--- src/rtl/ram_stream_pkg.sv ---
// Shared types and constants for the RAM read-streaming stages.
// Holds the streamer FSM state encoding and the output buffer depth.
// No logic; imported by ram_read_streamer and stream_fifo2.
package ram_stream_pkg;

   typedef enum logic [1:0] {
      IDLE   = 2'd0,
      STREAM = 2'd1,
      DRAIN  = 2'd2
   } state_e;

   // Output buffer depth and the width of its occupancy counter (0..DEPTH).
   localparam int BUF_DEPTH = 2;
   localparam int BUF_CNT_W = $clog2(BUF_DEPTH + 1);

endpackage

--- src/rtl/stream_fifo2.sv ---
// Two-entry FIFO of {last, data} words for valid/ready stream stages.
// Latency: a pushed word is visible at the head the cycle after the push.
// Backpressure: push is ignored when full unless a pop happens in the same
// cycle; pop is ignored when empty. Ports: push/push_dat in, pop in,
// head_dat/count out.
module stream_fifo2
   import ram_stream_pkg::*;
#(
   parameter int WIDTH = 11
) (
   input  logic                 clk,
   input  logic                 reset,
   input  logic                 push,
   input  logic [WIDTH-1:0]     push_dat,
   input  logic                 pop,
   output logic [WIDTH-1:0]     head_dat,
   output logic [BUF_CNT_W-1:0] count
);

   logic [1:0][WIDTH-1:0]  mem_q, mem_d;
   logic                   wr_ptr_q, wr_ptr_d;
   logic                   rd_ptr_q, rd_ptr_d;
   logic [BUF_CNT_W-1:0]   count_q, count_d;
   logic                   full, empty, do_push, do_pop;

   assign full    = (count_q == BUF_CNT_W'(BUF_DEPTH));
   assign empty   = (count_q == '0);
   assign do_pop  = pop & ~empty;
   // A simultaneous pop frees the slot the push is about to use.
   assign do_push = push & (~full | do_pop);

   always_comb begin
      mem_d    = mem_q;
      wr_ptr_d = wr_ptr_q;
      rd_ptr_d = rd_ptr_q;
      count_d  = count_q;
      if (do_push) begin
         mem_d[wr_ptr_q] = push_dat;
         wr_ptr_d        = ~wr_ptr_q;
      end
      if (do_pop) begin
         rd_ptr_d = ~rd_ptr_q;
      end
      case ({do_push, do_pop})
         2'b10:   count_d = count_q + BUF_CNT_W'(1);
         2'b01:   count_d = count_q - BUF_CNT_W'(1);
         default: count_d = count_q;
      endcase
   end

   always_ff @(posedge clk or negedge reset) begin
      if (!reset) begin
         mem_q    <= '0;
         wr_ptr_q <= 1'b0;
         rd_ptr_q <= 1'b0;
         count_q  <= '0;
      end else begin
         mem_q    <= mem_d;
         wr_ptr_q <= wr_ptr_d;
         rd_ptr_q <= rd_ptr_d;
         count_q  <= count_d;
      end
   end

   assign head_dat = mem_q[rd_ptr_q];
   assign count    = count_q;

endmodule

--- src/rtl/ram_read_streamer.sv ---
// Burst reader: walks a combinational RAM read port one address per cycle
// and streams the words out through a 2-entry buffer with a last flag.
// Latency: first word valid 2 cycles after the command handshake; 1 word/cycle.
// Backpressure: reads stop while the buffer is full; commands are held off
// (cmd_ready=0) until the previous burst's last beat has been accepted.
// Ports: cmd_* command in, s_read_* RAM port, m_* stream out, busy/cmd_done.
module ram_read_streamer
   import ram_stream_pkg::*;
#(
   parameter int DATA_WIDTH = 10,
   parameter int ADDR_WIDTH = 12,
   parameter int LEN_WIDTH  = 12
) (
   input  logic                  clk,
   input  logic                  reset,
   input  logic                  cmd_valid,
   output logic                  cmd_ready,
   input  logic [ADDR_WIDTH-1:0] cmd_addr,
   input  logic [LEN_WIDTH-1:0]  cmd_len,
   output logic                  s_read_req,
   output logic [ADDR_WIDTH-1:0] s_read_addr,
   input  logic [DATA_WIDTH-1:0] s_read_data,
   output logic                  m_valid,
   input  logic                  m_ready,
   output logic [DATA_WIDTH-1:0] m_data,
   output logic                  m_last,
   output logic                  busy,
   output logic                  cmd_done
);

   state_e                state_q, state_d;
   logic [ADDR_WIDTH-1:0] addr_q, addr_d;
   logic [LEN_WIDTH-1:0]  remain_q, remain_d;
   logic                  cmd_done_q, cmd_done_d;

   logic [BUF_CNT_W-1:0]  buf_count;
   logic [DATA_WIDTH:0]   buf_head;
   logic                  issue, is_last, pop;

   // Issue depends only on registered state and the registered buffer count,
   // so m_ready never reaches the RAM address/strobe combinationally.
   assign issue   = (state_q == STREAM) && (buf_count < BUF_CNT_W'(BUF_DEPTH));
   assign is_last = (remain_q == LEN_WIDTH'(1));
   assign pop     = m_valid & m_ready;

   stream_fifo2 #(
      .WIDTH (DATA_WIDTH + 1)
   ) u_buf (
      .clk      (clk),
      .reset    (reset),
      .push     (issue),
      .push_dat ({is_last, s_read_data}),
      .pop      (pop),
      .head_dat (buf_head),
      .count    (buf_count)
   );

   always_comb begin
      state_d    = state_q;
      addr_d     = addr_q;
      remain_d   = remain_q;
      cmd_done_d = 1'b0;
      case (state_q)
         IDLE: begin
            if (cmd_valid) begin
               addr_d   = cmd_addr;
               remain_d = cmd_len;
               if (cmd_len == '0) begin
                  cmd_done_d = 1'b1;
               end else begin
                  state_d = STREAM;
               end
            end
         end
         STREAM: begin
            if (issue) begin
               addr_d   = addr_q + ADDR_WIDTH'(1);
               remain_d = remain_q - LEN_WIDTH'(1);
               if (is_last) begin
                  state_d = DRAIN;
               end
            end
         end
         DRAIN: begin
            // Only the beat tagged last can pop here with m_last set.
            if (pop && m_last) begin
               state_d    = IDLE;
               cmd_done_d = 1'b1;
            end
         end
         default: state_d = IDLE;
      endcase
   end

   always_ff @(posedge clk or negedge reset) begin
      if (!reset) begin
         state_q    <= IDLE;
         addr_q     <= '0;
         remain_q   <= '0;
         cmd_done_q <= 1'b0;
      end else begin
         state_q    <= state_d;
         addr_q     <= addr_d;
         remain_q   <= remain_d;
         cmd_done_q <= cmd_done_d;
      end
   end

   assign cmd_ready   = (state_q == IDLE);
   assign s_read_req  = issue;
   assign s_read_addr = addr_q;
   assign m_valid     = (buf_count != '0);
   assign m_data      = buf_head[DATA_WIDTH-1:0];
   assign m_last      = m_valid & buf_head[DATA_WIDTH];
   assign busy        = (state_q != IDLE) || (buf_count != '0);
   assign cmd_done    = cmd_done_q;

endmodule

--- config.mk ---
export PLATFORM = sky130hd
export DESIGN_NAME = ram_read_streamer
export DESIGN_NICKNAME = d
export VERILOG_FILES = /design/src/rtl/ram_stream_pkg.sv /design/src/rtl/stream_fifo2.sv /design/src/rtl/ram_read_streamer.sv
export SDC_FILE = /design/constraint.sdc
export NUM_CORES = 1
export LEC_CHECK = 0
export CAP_MARGIN = 20
export CORE_AREA = 2 2 76 92
export DETAILED_ROUTE_END_ITERATION = 8
export DIE_AREA = 0 0 78 94
export PLACE_DENSITY = 0.76
export SYNTH_ARGS = -nofsm -noshare
export SYNTH_HDL_FRONTEND = slang
export SYNTH_SLANG_ARGS = --single-unit
--- constraint.sdc ---
create_clock -name clk -period 2.2 [get_ports clk]
set_clock_uncertainty 0.15 [all_clocks]
set_input_delay 0.22 -clock clk [delete_from_list [all_inputs] [get_ports clk]]
set_output_delay 0.22 -clock clk [all_outputs]
set_load 0.005 [all_outputs]
# Word level (Yosys, flattened, before mapping)
# Cells that the tools add are included.
# totals
regBits	53
in_bits	38
output_inout_bits	28
elab_cells	72
# op_classes
n_addsub	4
magnitude_cmp	4
eq_ne	11
mux	22
bitwise	9
n_reduce_logical	13
# op_table
op	n
two-way mux 12 bit	4
case mux 12 bit (2 select lines)	2
two-way mux 11 bit	3
bitwise mux 22 bit	1
adder 12 x 1 -> 12 bit, second input constant	1
equality test 12 x 1 -> 1 bit, second input constant	1
logical NOT 12 bit	1
subtractor 12 x 1 -> 12 bit, second input constant	1
demux 11 bit (select 1 bit)	1
two-way mux 2 bit	5
inequality test 2 bit, second input constant	4
nonzero test 2 bit	4
equality test 2 bit, second input constant	3
case mux 2 bit (3 select lines)	1
AND reduction 5 bit	1
bitwise AND 1 bit	4
equality test 2 x 1 -> 1 bit, second input constant	2
logical NOT 2 bit	2
less-than comparator 1 x 2 -> 1 bit, second input constant	2
NOT 1 bit	4
case mux 2 bit (2 select lines)	1
logical AND 1 bit	3
two-way mux 1 bit	3
AND reduction 3 bit	1
other kinds (8)	8

# Logic depth before layout (Yosys ltp)
# Gate-level depths: netlist (run 1).
# logic_depth
depth_word	7
depth_mapped	7
mapped_depth_nobuf	6

# By module
# A second synthesis (run 1) with hierarchy kept.
# unflattened
cells_unflattened	284
area_unflattened_um2	2960.3
# modules_own_cells
mod	n_inst	cells_per_inst	area_each_um2	seq_area_each_um2
ram_read_streamer	1	209	1729.2	675.6
stream_fifo2	1	75	1231.2	650.6

# Worst setup path after synthesis (run 1)
# No wires, ideal clock.
# synth_timing
path_kind	reg-to-reg
startpoint	register remain_q[0]
endpoint	register remain_q[8]
setup_time_ps	128
arrival_ps	1634
required_time_ps	1922
setup_slack_ps	288
path_stages_with_launch	8
path_buffers	1
synth_period_minus_slack_ps	1912
cell_sequence	dfrtp_1 inv_1 ha_1 or3b_1 buf_2 or2_0 o32ai_1 a21oi_1
# synth_via
elab_chain_len	3
# synth_lines
item	line_no	source
start, declared	ram_read_streamer.sv:33	logic [LEN_WIDTH-1:0] remain_q, remain_d;
start signal, assigned	ram_read_streamer.sv:104	remain_q <= remain_d;
subtractor 12 x 1 -> 12 bit	ram_read_streamer.sv:78	remain_d = remain_q - LEN_WIDTH'(1);
two-way mux 12 bit	ram_read_streamer.sv:76	if (issue) begin
case mux 12 bit (2 select lines)	ram_read_streamer.sv:63	case (state_q)
# Every way passes these cells. The select of a mux whose other input is x is not followed.
# A chain may end at the register's enable or synchronous reset.

# Final worst setup path (run 1)
# layout_timing
startpoint	register state_q[0]
endpoint	output busy
# layout_via
elab_chain_len	2
# layout_lines
item	line_no	source
start, declared	ram_read_streamer.sv:31	state_e state_q, state_d;
start signal, assigned	ram_read_streamer.sv:102	state_q <= state_d;
nonzero test 2 bit	ram_read_streamer.sv:115	assign busy = (state_q != IDLE) || (buf_count != '0);
logical OR 1 bit	ram_read_streamer.sv:115	
end, declared	ram_read_streamer.sv:27	output logic busy,
# Every way passes these cells.

==> results of run 1 <==
==> registers in the layout (all words and copies together), names as in the netlist <==
name	flops
cmd_done	1
remain_q	12
s_read_addr	12
state_q	2
u_buf.count	2
u_buf.mem_q	22
u_buf.rd_ptr_q	1
u_buf.wr_ptr_q	1
==> layout by cell type (no fill, tap or decap), types with 4 or more instances in the layout <==
master / synthesis / final
clkdlybuf4s50_1: 0 / 64
dfrtp_1: 53 / 53
nand2_1: 47 / 47
mux2_2: 20 / 20
nor2_1: 20 / 20
a21oi_1: 18 / 18
buf_4: 3 / 16
o21ai_0: 14 / 14
inv_1: 10 / 10
nor3_1: 10 / 10
o22ai_1: 10 / 10
nand3_1: 8 / 8
clkbuf_8: 0 / 5
mux2i_1: 4 / 4
nor4_1: 4 / 4
nand4_1: 4 / 4
o211ai_1: 4 / 4
a211oi_1: 4 / 4
ha_1: 4 / 4
==> worst max-delay path: stages, from the launching register on <==
cell and delay (ns):
dfrtp_1 0.40, buf_4 0.19, nor2_1 0.28, nand2_1 0.12
clkdlybuf4s50_1 0.45
==> how the worst max path moves through the flow <==
stage                    from           to  slack [ns]
2_1_floorplan     remain_q[0]  remain_q[8]        0.29
3_3_place_gp      remain_q[0]  remain_q[8]        0.26
3_5_place_dp      remain_q[0]  remain_q[8]        0.17
4_1_cts        u_buf.count[1]   s_read_req        0.01
5_1_grt        u_buf.count[1]   s_read_req      0.0007
6_report           state_q[0]         busy        0.08
==> area by class of cell <==
| cell class | count | share of cell area, % |
|---|---|---|
| clock inverters | 2 | 0.399 |
| repair buffers | 84 | 21.7 |
| inverters | 11 | 1.16 |
| multi-input cells | 220 | 36.7 |
| clock buffers | 6 | 1.93 |
| well taps | 85 | 2.83 |
| flip-flops and latches | 53 | 35.3 |
==> layer usage <==
metal / global-route usage [%] / up-vias / wire (um)
met4: 5.12 / 0 / 101
met1: 26.2 / 1208 / 3200
li1: - / 1234 / -
met3: 3.37 / 8 / 336
met5: 0 / - / 0
met2: 37.1 / 81 / 3670
==> logic make-up (layout without fill, tap and decap cells) <==
logic type	Yosys count	in the layout	synth area share, %
buffers and inverters	26	103	4.16
XOR/XNOR	5	5	1.55
AND/OR/NAND/NOR	112	112	19.0
adder cells (fa/ha/maj)	4	4	1.77
multiplexers	24	24	9.39
AO/OA/AOI/OAI	75	75	17.2
flip-flops	53	53	46.9
==> power groups by stage <==
stage	logic, mW	clock network (mW)	registers (mW)
after floorplan	1.45	0	1.73
final	2.46	0.552	1.83
after detailed placement	2.39	0	1.84
after global routing	2.70	0.617	1.90
after global placement	2.33	0	1.81
after CTS	2.41	0.572	1.82
==> metrics by stage <==
stage	cells	total power, mW
final	461	4.84
after global placement	447	4.15
after floorplan	299	3.18
after CTS	456	4.80
after detailed placement	447	4.23
after global routing	461	5.22
==> what timing repair did <==
action	CTS	global route
setup endpoints to repair	1	1
endpoints found under the hold margin	53	0
setup buffers	0	5
gates resized for setup	1	1
hold buffers	1	0
==> results.py, run 1 <==
metrics = {
    "outcome": {
        "status": "completed",
    },
    "worst_setup_path": {
        "required_ns": 1.83,
        "r2r_end": "remain_q[8]",
        "rrSetupSlack_ns": 0.18,
        "crit_arrival_ns": 1.75,
        "r2r_start": "remain_q[0]",
        "path_class": "flop to output pin",
        "critPathLaunchType": "flop",
        "rr_worst_depth": 6,
        "critPathCaptureType": "output pin",
        "cp_max_fo": 15,
    },
    "synthesis": {
        "synth_nets": 341,
        "netlist_area_um2": 2830,
        "synth_top_area_share_pct": 46.9,
        "synth-seq-area-share_pct": 46.9,
        "syn_inst": 299,
        "synth_area_leaders": "dfrtp_1, mux2_2, nand2_1",
        "yosys-top-cells-count": "dfrtp_1, nand2_1, mux2_2, nor2_1, a21oi_1",
        "synth_top_area_cell": "dfrtp_1",
        "yosysMostFrequentCell": "dfrtp_1",
        "avgSynthCellArea_um2": 9.45,
        "synth_edf_count": 0,
        "synth_cell_types": 50,
        "synthArstFlopShare_pct": 100,
        "ys_ff_latch": 53,
        "yosysWarningCount": 0,
        "ys.flop_type": "dfrtp_1",
    },
    "floorplanning": {
        "start_util_pct": 44.1,
        "num_rows": 32,
        "die-height_um": 94,
        "ioPinCount": 66,
        "die_w_um": 78,
        "core_area_um2": 6410,
        "dieArea_um2": 7330,
    },
    "clock_tree": {
        "cts_buffers": 5,
        "cts_tree": "done",
        "cts.clk_slew.worst_paths_ns": 0.10,
        "clk_latency_ns": 0.31,
        "h-tree-depth": 2,
        "clock_sinks": 53,
        "cts.path.max_buffers": 2,
        "cts-root-buf": "clkbuf_8",
    },
    "power": {
        "p_clk_share_pct": 11.4,
        "power_density_nw_per_um2": 1290,
        "p_switching_mw": 1.83,
        "switching_share_pct": 37.9,
        "irDropWorstVdd_v": 0.000548,
        "intPower_mw": 3.01,
        "power_frac_seq_pct": 37.7,
        "pwr-share-comb_pct": 50.9,
        "leakagePower_nw": 1.58,
    },
    "timing": {
        "fin_crit_ns": 2.12,
        "min_period_over_period_pct": 96.5,
        "rsz0062_at_grt": "no",
        "worst_slack_ns": 0.0762,
        "setup-violations-final": 0,
        "maxSlewViolCount": 0,
        "maxSlewHeadroom_pct": 54.9,
        "hold_viol_final": 0,
        "whs_ns": 0.312,
        "tightestPinTransition_ns": 0.677,
        "clock.fmax_ghz": 0.471,
        "setup-tns-final_ns": 0,
    },
    "global_route": {
        "grt-ovfl-total": 0,
        "gr-usage-all-layers_pct": 20.8,
        "grt_pass1_wl_mm": 12.2,
        "grt_max_degree": 54,
        "antenna_found_initial": 0,
        "grt_pass1_vias": 2497,
    },
    "drt": {
        "ant_nets": 0,
        "avgViaCountPerCell": 5.49,
        "vias": 2531,
        "wl_mm": 7.31,
        "drc": 0,
        "wl_per_cell_um": 15.9,
        "drt-initial-drc-count": 135,
        "firstDrtPassIters": 4,
    },
    "finish": {
        "drive_gt1_share_pct": 13.8,
        "diodes": 0,
        "multi_input_area_um2": 1380,
        "fin_area_um2": 3760,
        "n_fill_cell": 570,
        "area_delta_synth_final_pct": 33.2,
        "seqCellArea_um2": 1330,
        "utilization_pct": 58.7,
        "fin_nets": 417,
    },
    "place": {
        "dp_slack_ns": 0.173,
        "dp_hpwl_mm": 5.27,
        "port_buffers": 65,
        "placed_cell_area_um2": 3620,
        "routabilityCongestion": 0.895,
    },
    "hold_path": {
        "hold_path.startpoint": "s_read_data[9]",
        "holdPathStages": 3,
        "min-delay-path-class": "input port to flop",
        "holdPathEnd": "u_buf.mem_q[20]",
    },
    "run": {
        "cap_violations": 0,
    },
}
No activity file was read; power rests on OpenSTA's default activity.
==> run 2, diff against run 1 <==
--- a/config.mk
+++ b/config.mk
@@ -10,6 +10,7 @@
 export DETAILED_ROUTE_END_ITERATION = 8
 export DIE_AREA = 0 0 78 94
 export PLACE_DENSITY = 0.76
+export SLEW_MARGIN = 20
 export SYNTH_ARGS = -nofsm -noshare
 export SYNTH_HDL_FRONTEND = slang
 export SYNTH_SLANG_ARGS = --single-unit
==> constraint.sdc (replaced) <==
create_clock -name clk -period 2.5 [get_ports clk]
set_clock_uncertainty 0.15 [all_clocks]
set_input_delay 0.25 -clock clk [delete_from_list [all_inputs] [get_ports clk]]
set_output_delay 0.25 -clock clk [all_outputs]
set_load 0.005 [all_outputs]
==> run 2 against run 1 <==
Net effect: largest cell class unchanged; first-iteration DRC count grew 24%; critical endpoint is now m_last; final cell count shrank 1.7%; sequential power shrank 11%; combinational power shrank 19%; sequential share of layout area grew 0.54 points; clock power grew 12%; die area is the same; design area shrank 1.5%; critical path depth shrank 1; core utilization shrank 0.88 points; total power shrank 12%.
==> results.py, run 2 (synthesis gave the netlist of run 1 again) <==
metrics = {
    "global_route": {
        "grt-ovfl-total": 0,
        "grt_pass1_wl_mm": 11.9,
        "grt_max_degree": 50,
        "antenna_found_initial": 0,
        "gr-usage-all-layers_pct": 20.6,
        "grt_pass1_vias": 2416,
    },
    "worst_setup_path": {
        "critPathSlowestCell": "dfrtp_1",
        "crit_chain": "mux2i_1 > nor2_1 > clkdlybuf4s50_1",
        "critPathCaptureType": "output pin",
        "crit_family": "flip-flops",
        "crit_cells": 3,
        "crit_arrival_ns": 1.89,
        "critPathLaunchType": "flop",
        "rr_worst_depth": 6,
        "crit_buf_inv": 1,
        "cp_max_fo": 12,
        "cp_slowest_stage_delay_ns": 0.71,
        "path_class": "flop to output pin",
        "required_ns": 2.10,
    },
    "drt": {
        "avgViaCountPerCell": 5.61,
        "wl_met1_mm": 3.09,
        "wl_per_cell_um": 16.1,
        "top_layer": "met4",
        "firstDrtPassIters": 4,
        "ant_nets": 0,
        "drt-initial-drc-count": 167,
        "wl_met3_um": 410,
        "vias": 2540,
        "wl_mm": 7.31,
        "drc": 0,
        "met2_length_mm": 3.73,
    },
    "outcome": {
        "status": "completed",
    },
    "place": {
        "dp_hpwl_mm": 5.27,
        "placed_cell_area_um2": 3580,
        "port_buffers": 65,
        "dp_slack_ns": 0.424,
        "routabilityCongestion": 0.914,
    },
    "finish": {
        "area_delta_synth_final_pct": 31.2,
        "fin_nets": 409,
        "drive_gt1_share_pct": 12.0,
        "diodes": 0,
        "fin_area_um2": 3710,
        "final_common_cell": "clkdlybuf4s50_1",
        "multi_input_area_um2": 1380,
        "top_register": "u_buf.mem_q",
        "largest_reg_flops": 22,
        "final_cell_mix": "clkdlybuf4s50_1, dfrtp_1, nand2_1",
        "n_fill_cell": 590,
        "seqCellArea_um2": 1330,
    },
    "timing": {
        "maxSlewHeadroom_pct": 58.1,
        "tightestPinTransition_ns": 0.628,
        "whs_ns": 0.114,
        "setup-violations-final": 0,
        "setup-tns-final_ns": 0,
        "maxSlewViolCount": 0,
        "min_period_over_period_pct": 91.5,
        "fin_crit_ns": 2.29,
        "worst_slack_ns": 0.213,
        "rsz0062_at_grt": "no",
        "clock.fmax_ghz": 0.437,
        "hold_viol_final": 0,
    },
    "floorplanning": {
        "ioPinCount": 66,
        "core_area_um2": 6410,
        "die-height_um": 94,
        "start_util_pct": 44.1,
        "die_w_um": 78,
        "num_rows": 32,
        "dieArea_um2": 7330,
    },
    "power": {
        "leakagePower_nw": 1.55,
        "power_mw": 4.25,
        "irDropWorstVdd_v": 0.000460,
        "power_density_nw_per_um2": 1150,
    },
    "clock_tree": {
        "post_cts_resized": 0,
        "cts-root-buf": "clkbuf_8",
        "clk_latency_ns": 0.31,
        "cts_buffers": 5,
        "h-tree-depth": 2,
        "cts_tree": "done",
        "cts.clk_slew.worst_paths_ns": 0.09,
        "clock_sinks": 53,
        "postCtsSetupRepairBufs": 0,
        "cts.path.max_buffers": 2,
    },
    "run": {
        "cap_violations": 0,
    },
    "hold_path": {
        "min-delay-path-class": "input port to asynchronous set/reset pin",
    },
}
-- run 2: cell count changes in the layout (fill, tap and decap cells not counted), sizes merged --
cell	before	now
buf	19	11
bufinv	0	1
clkinvlp	2	1
-- run 2: worst paths after layout --
check / start / endpoint / slack [ns]
worst min register to register: u_buf.mem_q[20] / u_buf.mem_q[20] / 0.33
worst max-delay path: u_buf.rd_ptr_q / m_last / 0.21
max in group asynchronous: reset / u_buf.wr_ptr_q / 1.27
worst max register to register: remain_q[0] / remain_q[8] / 0.43
worst min-delay path: reset / u_buf.mem_q[0] / 0.11
min in group clk: u_buf.mem_q[20] / u_buf.mem_q[20] / 0.33
-- run 2: per-stage QoR --
stage / cells / utilization [%]
2_1_floorplan: 299 / -
3_3_place_gp: 444 / 55.8
3_5_place_dp: 444 / 55.8
4_1_cts: 453 / 57.9
5_1_grt: 453 / 57.9
6_report: 453 / 57.9
-- run 2: where the power goes --
part	total [mW]	leakage, nW	internal [mW]	switching [mW]
clock network	0.620	0.0574	0.326	0.295
logic	2.00	0.853	1.11	0.897
registers	1.63	0.640	1.23	0.395
-- run 2: area by class of cell --
class | instances | area share, %
multi-input cells | 220 | 37.3
clock buffers | 6 | 2.23
well taps | 85 | 2.87
clock inverters | 2 | 1.01
repair buffers | 76 | 19.7
flip-flops and latches | 53 | 35.8
inverters | 11 | 1.11
-- run 2: repair_timing --
item / CTS / global route
hold buffers: 1 / 0
setup endpoints to repair: 0 / 0
hold endpoints to repair: 4 / 0
-- run 2: worst reg2reg max path: cells and delay by family (launching register included) --
family / cells / cell delay, ns
flops: 1 / 0.42
simple gates: 2 / 0.71
buf+inv: 1 / 0.10
compound gates: 2 / 0.37
fa+ha+maj: 1 / 0.19
-- run 2: routing by layer --
metal  vias to the layer above  GRT usage [%]
li1                       1216              -
met2                       103           36.4
met5                         -              0
met4                         0           5.56
met1                      1212           26.2
met3                         9           3.17
